[src/rtl/wb_responder.sv]
// wb_responder: in-order latency queue that turns renamed instructions into
// writebacks after a fixed delay, with stall back-pressure toward rename.
module wb_responder #(
  parameter int DEPTH    = 8,
  parameter int LATENCY  = 3,
  parameter int WB_PORTS = 4
) (
  input  logic                     clk,
  input  logic                     reset,
  input  logic                     ext_flush,
  input  logic [1:0]               i_valid,
  input  logic [1:0]               i_uses_rd,
  input  logic [1:0][5:0]          i_rd,
  output logic                     o_stall,
  output logic [WB_PORTS-1:0]      o_wb_valid,
  output logic [WB_PORTS-1:0][3:0] o_wb_al_idx,
  output logic [WB_PORTS-1:0][5:0] o_wb_rd,
  output logic [WB_PORTS-1:0]      o_wb_uses_rd
);

  localparam int PW  = $clog2(DEPTH);
  localparam int CTW = PW + 1;
  localparam int CW  = (LATENCY > 1) ? $clog2(LATENCY) : 1;
  localparam logic [CW-1:0]  CNT_INIT    = CW'(LATENCY - 1);
  localparam logic [CTW-1:0] STALL_LEVEL = CTW'(DEPTH - 2);

  logic [3:0]    al_mem_r   [DEPTH];
  logic [5:0]    rd_mem_r   [DEPTH];
  logic          uses_mem_r [DEPTH];
  logic [CW-1:0] cnt_mem_r  [DEPTH];

  logic [PW-1:0]  head_r;
  logic [PW-1:0]  tail_r;
  logic [CTW-1:0] count_r;
  logic [3:0]     al_next_r;

  logic           accept_s;
  logic           acc0_s;
  logic           acc1_s;
  logic [1:0]     n_acc_s;
  logic [PW-1:0]  lane1_slot_s;
  logic [2:0]     n_ret_s;
  logic           scan_stop_s;
  logic [PW-1:0]  scan_idx_s;

  // Stall looks only at registered occupancy, never at this cycle's retirements.
  assign o_stall = (count_r > STALL_LEVEL);

  // Lane acceptance: lane 0 takes the tail slot, lane 1 the one after it.
  always_comb begin
    accept_s     = ~o_stall & ~ext_flush;
    acc0_s       = accept_s & i_valid[0];
    acc1_s       = accept_s & i_valid[1];
    n_acc_s      = {1'b0, acc0_s} + {1'b0, acc1_s};
    lane1_slot_s = tail_r + PW'(acc0_s);
  end

  // Retire scan: count ready entries from head, stopping at the first busy one.
  always_comb begin
    n_ret_s     = 3'd0;
    scan_stop_s = 1'b0;
    scan_idx_s  = head_r;
    for (int i = 0; i < WB_PORTS; i++) begin
      scan_idx_s = head_r + PW'(i);
      if (!scan_stop_s && (CTW'(i) < count_r) && (cnt_mem_r[scan_idx_s] == CW'(0))) begin
        n_ret_s = n_ret_s + 3'd1;
      end else begin
        scan_stop_s = 1'b1;
      end
    end
  end

  // Queue storage, pointers, index counter and registered writeback ports.
  always_ff @(posedge clk) begin
    if (reset) begin
      head_r    <= '0;
      tail_r    <= '0;
      count_r   <= '0;
      al_next_r <= 4'd0;
      for (int i = 0; i < DEPTH; i++) begin
        al_mem_r[i]   <= 4'd0;
        rd_mem_r[i]   <= 6'd0;
        uses_mem_r[i] <= 1'b0;
        cnt_mem_r[i]  <= '0;
      end
      o_wb_valid   <= '0;
      o_wb_al_idx  <= '0;
      o_wb_rd      <= '0;
      o_wb_uses_rd <= '0;
    end else if (ext_flush) begin
      head_r       <= '0;
      tail_r       <= '0;
      count_r      <= '0;
      o_wb_valid   <= '0;
      o_wb_al_idx  <= '0;
      o_wb_rd      <= '0;
      o_wb_uses_rd <= '0;
    end else begin
      for (int i = 0; i < DEPTH; i++) begin
        if (cnt_mem_r[i] != CW'(0)) begin
          cnt_mem_r[i] <= cnt_mem_r[i] - CW'(1);
        end
      end
      if (acc0_s) begin
        al_mem_r[tail_r]   <= al_next_r;
        rd_mem_r[tail_r]   <= i_rd[0];
        uses_mem_r[tail_r] <= i_uses_rd[0];
        cnt_mem_r[tail_r]  <= CNT_INIT;
      end
      if (acc1_s) begin
        al_mem_r[lane1_slot_s]   <= al_next_r + 4'(acc0_s);
        rd_mem_r[lane1_slot_s]   <= i_rd[1];
        uses_mem_r[lane1_slot_s] <= i_uses_rd[1];
        cnt_mem_r[lane1_slot_s]  <= CNT_INIT;
      end
      for (int p = 0; p < WB_PORTS; p++) begin
        if (3'(p) < n_ret_s) begin
          o_wb_valid[p]   <= 1'b1;
          o_wb_al_idx[p]  <= al_mem_r[head_r + PW'(p)];
          o_wb_rd[p]      <= rd_mem_r[head_r + PW'(p)];
          o_wb_uses_rd[p] <= uses_mem_r[head_r + PW'(p)];
        end else begin
          o_wb_valid[p]   <= 1'b0;
          o_wb_al_idx[p]  <= 4'd0;
          o_wb_rd[p]      <= 6'd0;
          o_wb_uses_rd[p] <= 1'b0;
        end
      end
      head_r    <= head_r + PW'(n_ret_s);
      tail_r    <= tail_r + PW'(n_acc_s);
      count_r   <= count_r + CTW'(n_acc_s) - CTW'(n_ret_s);
      al_next_r <= al_next_r + 4'(n_acc_s);
    end
  end

endmodule

[config.mk]
export PLATFORM = sky130hd
export DESIGN_NAME = wb_responder
export DESIGN_NICKNAME = d
export VERILOG_FILES = /design/src/rtl/wb_responder.sv
export SDC_FILE = /design/constraint.sdc
export NUM_CORES = 1
export LEC_CHECK = 0
export ABC_AREA = 1
export ABC_CLOCK_PERIOD_IN_PS = 5300
export CAP_MARGIN = 20
export CORE_MARGIN = 1
export CORE_UTILIZATION = 55
export CTS_BUF_LIST = sky130_fd_sc_hd__clkbuf_8
export CTS_CLUSTER_DIAMETER = 30
export DETAILED_ROUTE_END_ITERATION = 8
export DONT_BUFFER_PORTS = 1
export PLACE_DENSITY = 0.77
export SETUP_SLACK_MARGIN = 0.15
export SYNTH_ARGS = -nofsm -noshare
export SYNTH_HDL_FRONTEND = slang
export SYNTH_SLANG_ARGS = --single-unit
export TNS_END_PERCENT = 5
[constraint.sdc]
create_clock -name clk -period 5.3 [get_ports clk]
set_input_delay 0.795 -clock clk [delete_from_list [all_inputs] [get_ports clk]]
set_output_delay 0.795 -clock clk [all_outputs]
set_load 0.05 [all_outputs]
==> key figures, run 1 <==
Outcome
  • Status: finished, final reports clean

Worst hold path
  • Hold Crit Class: in2reg
  • Min-delay src: ext_flush
  • Hold endpoint: al_next_r[0]$_SDFFE_PP0N_
  • Worst hold path cell count: 1

Worst setup path
  • Critical R2R Capture: count_r[3]$_SDFF_PP0_
  • CP required: 5.72 ns
  • Critical register-to-register path startpoint: head_r[2]$_SDFF_PP0_
  • Worst stage delay on the critical path: 0.50 ns
  • Slowest-stage cell, CP: dfxtp_1
  • Crit-path max FO: 23
  • Worst path arrival time: 5.06 ns
  • CP Depth: 26
  • CP Launch Point: head_r[2]$_SDFF_PP0_
  • Crit path top cell by count: inv_1
  • Reg2reg setup slack: 0.65 ns
  • Crit. End Element: flop
  • Critical path class: reg2reg
  • Startpoint Class: flop
  • Worst Reg-to-Reg Cells: 26
  • Delay-heaviest family, CP: adder cells
  • CP bufs+invs: 5

Routing
  • DRC viols: 0
  • Vias per cell: 6.18
  • Detail Route Antenna Nets: 0
  • WL per Instance: 18.9 µm
  • Final WL: 23500 µm
  • Starting DRT DRC Count: 944
  • Routed vias: 7704
  • Drt pass-1 iters: 5

Synthesis
  • Cell Area, Synth: 9310 µm²
  • Post-Syn Nets: 1104
  • Syn_area_per_cell: 8.84 µm²
  • Synth area leaders: edfxtp_1 28%, dfxtp_1 17%, o22ai_1 8.5%
  • Main synth FF type: edfxtp_1
  • Post-Synthesis Cells: 1054
  • Post-synth EDFFs: 88
  • Synth area leader: edfxtp_1
  • Seq cells post-synth: 166
  • Total number of yosys warnings: 0
  • Post-synth top area share: 28.4%
  • Async set or reset register ratio after synthesis: 0%
  • Synth top cells by count: 157 x nand2_1, 126 x o22ai_1, 100 x inv_1, 88 x edfxtp_1, 83 x nor2_1
  • Synth unique cells: 44
  • Most numerous cell in the Yosys netlist: nand2_1
  • Seq/Total Area, Yosys: 45.1%

Finish
  • P&R area growth vs syn: 3.83%
  • Layout cell share with drive strength beyond 1: 11.5%
  • ANT cells: 0
  • Fin cells: 1247
  • Nets: 1067
  • Final core occ: 58.3%

Clocking
  • CTS Sinks: 166
  • Htree depth: 4
  • Post-CTS setup buffers: 0
  • CTS buffer count: 17
  • Reg clk slew, reported paths: 0.10 ns
  • Post-CTS sizing: 0
  • Clock Latency Late Sink: 0.48 ns
  • CTS tree: yes
  • Hold_buf cts: 0
  • Longest Clk Path Bufs: 2
  • Root buf cell: clkbuf_8

Timing
  • Slew Viols, Final: 0
  • Minimum clock period: 4.65 ns
  • Max frequency: 215 MHz
  • Setup TNS: 0 ns
  • Final setup fails: 0
  • RSZ-0062 raised after global routing: no
  • Final Hold Viols: 0
  • Max-slew headroom: 45.7%
  • PnR worst setup slack: 0.654 ns
  • Final period util: 87.7%
  • Clock skew: 0.0130 ns
  • Worst Tran Pin Value: 0.809 ns

GRT
  • First-pass GRT wire length: 37300 µm
  • Largest net degree at the start of global routing: 97
  • Initial antenna violation count: 0
  • Number of global-route vias before repair: 6877
  • Tot GR Track Use: 27.6%
  • Remaining global-route overflow: 0

Power and ir drop
  • Worst VDD drop: 234 µV
  • Clock share of power: 23.5%
  • Seq pwr share: 39.8%
  • Pwr per Cell Area: 408 nW/µm²
  • Pleak: 0.00367 µW
  • Logic pwr share: 36.8%
  • Net switching power: 1580 µW
  • Switch share: 40.1%
  • Total power draw: 3940 µW
  • Cell-internal power: 2360 µW

Floorplanning
  • Rows: 47
  • Die area: 17500 µm²
  • Die width: 132 µm
  • Die height: 132 µm
  • Core Box Area: 16600 µm²
  • I/O pin total: 68
  • Initial Util: 56.2%

Placement
  • Placed cells: 1216
  • Hpwl dp: 17700 µm
  • Port bufs: 0
  • Setup WS pre-CTS: 0.686 ns
  • GP Congestion: 0.917

Flow run
  • Max-capacitance violation count: 0
-- power groups by stage --
stage / combinational, µW / clock, µW / sequential, µW
2_1_floorplan: 1180 / 0 / 1560
3_3_place_gp: 1370 / 0 / 1590
3_5_place_dp: 1400 / 0 / 1600
4_1_cts: 1410 / 926 / 1570
5_1_grt: 1620 / 979 / 1580
6_report: 1450 / 925 / 1570
-- cells in the final DEF, fill, tap and decap left out, drive strengths merged, types with 17 or more instances in the layout --
master | Yosys | layout
nand2 | 165 | 165
o22ai | 134 | 134
nor2 | 119 | 119
inv | 111 | 116
edfxtp | 88 | 88
dfxtp | 78 | 78
o21ai | 71 | 71
nand3 | 58 | 58
mux2i | 53 | 53
ha | 26 | 26
a21oi | 21 | 21
o211ai | 17 | 17
clkbuf | 26 | 17
-- layer usage --
layer	track usage (%)	routed length, µm	vias to the layer above
met4	9.17	385	0
met1	39.2	10100	3591
li1	-	-	3605
met5	0	0	-
met3	7.38	2800	35
met2	40.7	10200	473
-- worst max path at each step --
stage | endpoint | slack, ns
4_1_cts | count_r[3]$_SDFF_PP0_ | 0.66
3_5_place_dp | count_r[3]$_SDFF_PP0_ | 0.69
6_report | count_r[3]$_SDFF_PP0_ | 0.65
5_1_grt | count_r[3]$_SDFF_PP0_ | 0.22
3_3_place_gp | count_r[3]$_SDFF_PP0_ | 0.85
2_1_floorplan | count_r[3]$_SDFF_PP0_ | 0.89
-- through the flow --
stage               instance area, µm²  hold slack (ns)
global route                      9670            0.410
detailed placement                9250            0.498
finish                            9670            0.423
CTS                               9630            0.401
floorplan                         9310            0.475
global placement                  9250            0.493
-- logic make-up (layout without fill, tap and decap cells) --
group | after synthesis | count (layout) | synth area share (%)
xor gates and xnor gates | 9 | 9 | 0.846
DFF | 166 | 166 | 45.1
buffers and inverters | 180 | 153 | 8.84
and+or+nand+nor | 354 | 354 | 17.4
muxes | 53 | 53 | 5.70
adders and majority gates | 31 | 31 | 4.57
AOI/OAI and AO/OA | 261 | 261 | 17.5
-- sequential cells by signal, indices dropped and copies added (netlist names) --
signal	count
rd_mem_r	48
o_wb_uses_rd	4
cnt_mem_r	16
count_r	4
o_wb_al_idx	16
tail_r	3
uses_mem_r	8
al_next_r	4
al_mem_r	32
o_wb_rd	24
o_wb_valid	4
head_r	3
-- area by class of cell --
| cell class | count | area (µm²) |
|---|---|---|
| clock buffer | 17 | 234 |
| multi-input combinational | 708 | 4290 |
| tap | 220 | 275 |
| inverter | 117 | 445 |
| sequential | 166 | 4210 |
| fill | 1445 | 6910 |
| timing repair buffer | 7 | 72.6 |
| clock inverter | 12 | 149 |
Note: power is estimated with default switching activity, not from simulation.
==> run 2, diff against run 1 <==
--- a/config.mk
+++ b/config.mk
@@ -6,7 +6,6 @@
 export NUM_CORES = 1
 export LEC_CHECK = 0
 export ABC_AREA = 1
-export ABC_CLOCK_PERIOD_IN_PS = 5300
 export CAP_MARGIN = 20
 export CORE_MARGIN = 1
 export CORE_UTILIZATION = 55
==> results of run 2 <==
Same layout as run 1: the final DEF is identical, and so are final timing and power.
==> run 3, diff against run 2 <==
--- a/config.mk
+++ b/config.mk
@@ -13,7 +13,8 @@
 export CTS_CLUSTER_DIAMETER = 30
 export DETAILED_ROUTE_END_ITERATION = 8
 export DONT_BUFFER_PORTS = 1
-export PLACE_DENSITY = 0.77
+export GPL_ROUTABILITY_DRIVEN = 0
+export PLACE_DENSITY = 0.8
 export SETUP_SLACK_MARGIN = 0.15
 export SYNTH_ARGS = -nofsm -noshare
 export SYNTH_HDL_FRONTEND = slang
==> constraint.sdc (replaced) <==
create_clock -name clk -period 3.93 [get_ports clk]
set_input_delay 0.5895 -clock clk [delete_from_list [all_inputs] [get_ports clk]]
set_output_delay 0.5895 -clock clk [all_outputs]
set_load 0.05 [all_outputs]
==> run 3 against run 2 <==
The flow now finishes with violations (setup timing). Sequential power is 35% higher. Wire length up 22%. Critical path depth rose by 1. Non-clock buffer count rose by 65. Core utilization is 6.2 points higher. Sequential share of layout area shrank 4.1 points.
==> key figures, run 3 (synthesized netlist as in run 1, its figures left out) <==
Placement
  • Placed cells: 1231
  • Port bufs: 0
  • DP Area: 9390 µm²
  • Hpwl dp: 17900 µm

Floorplanning
  • Initial Util: 56.2%
  • Core Box Area: 16600 µm²
  • I/O pin total: 68
  • Die width: 132 µm
  • Die area: 17500 µm²
  • Rows: 47
  • Die height: 132 µm

GRT
  • Largest net degree at the start of global routing: 64
  • Initial antenna violation count: 0
  • First-pass GRT wire length: 41600 µm
  • Number of global-route vias before repair: 7627
  • Tot GR Track Use: 30.8%
  • Remaining global-route overflow: 0

Worst setup path
  • Startpoint Class: flop
  • Critical path class: reg2reg
  • Worst stage delay on the critical path: 0.52 ns
  • Crit path top cell by count: buf_4
  • CP required: 4.30 ns
  • Slowest-stage cell, CP: fa_2
  • Worst path arrival time: 4.40 ns
  • Crit-path max FO: 7
  • Crit. End Element: flop

Clocking
  • Longest Clk Path Bufs: 2
  • CTS tree: yes
  • Clock Latency Late Sink: 0.48 ns
  • Hold_buf cts: 0
  • CTS Sinks: 166
  • CTS buffer count: 17
  • Root buf cell: clkbuf_8
  • Reg clk slew, reported paths: 0.09 ns
  • Htree depth: 4

Power and ir drop
  • Pleak: 0.00405 µW
  • Logic pwr share: 45.3%
  • Cell-internal power: 3510 µW
  • Pwr per Cell Area: 566 nW/µm²
  • Seq pwr share: 35.1%
  • Total power draw: 6050 µW
  • Clock share of power: 19.6%
  • Switch share: 42.1%
  • Worst VDD drop: 261 µV
  • Net switching power: 2550 µW

Finish
  • Multi-input gate area: 4770 µm²
  • Biggest register: rd_mem_r
  • Final Cell Area: 10700 µm²
  • P&R area growth vs syn: 14.8%
  • Largest register FFs: 48
  • Fin cells: 1316
  • Sequential Area: 4210 µm²
  • Commonest non-fill, non-tap cell in the layout: nand2_1
  • Layout cell share with drive strength beyond 1: 23.9%
  • ANT cells: 0
  • Biggest regs: rd_mem_r x48, al_mem_r x32, o_wb_rd x24
  • Commonest cells after routing, fill and taps aside: 149 x nand2_1, 105 x o22ai_1, 97 x inv_1
  • Fillcell total: 1221
  • Nets: 1133

Timing
  • Final Hold Viols: 0
  • RSZ-0062 raised after global routing: yes
  • Minimum clock period: 4.04 ns
  • Setup TNS: -0.242 ns
  • Worst Tran Pin Value: 0.652 ns
  • Final period util: 103%
  • PnR worst setup slack: -0.105 ns
  • Clock skew: 0.0229 ns
  • Max-slew headroom: 56.2%
  • Max frequency: 248 MHz
  • Slew Viols, Final: 0
  • Final setup fails: 3

Routing
  • Final WL: 28700 µm
  • Routed vias: 8683
  • DRC viols: 0
  • Vias per cell: 6.60
  • Detail Route Antenna Nets: 0
  • Starting DRT DRC Count: 1469
  • Drt pass-1 iters: 7
  • WL per Instance: 21.8 µm

Outcome
  • Status: finished, violations left
  • Failing checks: setup timing

Worst hold path
  • Hold Crit Class: in2reg

Flow run
  • Max-capacitance violation count: 0
## run 3: worst paths after layout
check        slack [ns]                           end                          from  cells after the start
min                0.20     al_next_r[0]$_SDFFE_PP0N_                     ext_flush                      1
min reg2reg        0.52  cnt_mem_r[3][0]$_SDFFE_PP0P_  cnt_mem_r[3][0]$_SDFFE_PP0P_                      2
max reg2reg       -0.11         count_r[1]$_SDFF_PP0_          head_r[0]$_SDFF_PP0_                     27
max               -0.11         count_r[1]$_SDFF_PP0_          head_r[0]$_SDFF_PP0_                     27
## run 3: through the flow
stage	util, %	hold WS, ns	worst slack, ns
finish	64.5	0.197	-0.105
global route	64.5	0.195	-0.329
CTS	61.6	0.186	0.0704
detailed placement	56.6	0.503	-0.0667
global placement	56.6	0.498	0.119
floorplan	-	0.475	-0.0419
## run 3: final cells by class
| class | count | share of cell area [%] |
|---|---|---|
| clock buffer | 17 | 2.19 |
| multi-input combinational | 708 | 44.6 |
| sequential | 166 | 39.4 |
| clock inverter | 15 | 1.19 |
| timing repair inverter | 1 | 0.0585 |
| tap | 220 | 2.57 |
| inverter | 117 | 4.24 |
| timing repair buffer | 72 | 5.73 |
## run 3: routing by layer
layer,vias up,track usage (%),routed length (µm)
met3,144,8.57,4120
met4,0,12.1,1170
met1,4008,41.9,10700
li1,3750,-,-
met2,781,46.6,12700
met5,-,0,0
## run 3: what timing repair did
item                                    4_1_cts  5_1_grt
cloned                                        1        0
pin swaps                                    17       59
endpoints found under the setup margin        4       34
endpoints found under the hold margin         0        0
gates resized for setup                      27      100
buffers inserted                             49        3
## run 3: power groups by stage
stage	combinational, µW	clock, µW	sequential, µW
after floorplan	1660	0	2100
after global placement	1910	0	2140
after detailed placement	1970	0	2140
after CTS	2290	1170	2110
after global routing	2940	1250	2130
final	2740	1190	2120
## run 3: critical path, delay by kind of cell (launching register included)
family / cells / cell delay (ns)
AOI/OAI and AO/OA: 3 / 0.30
adders and majority gates: 4 / 1.14
buffers and inverters: 11 / 1.14
DFF: 1 / 0.48
and+or+nand+nor: 9 / 0.82
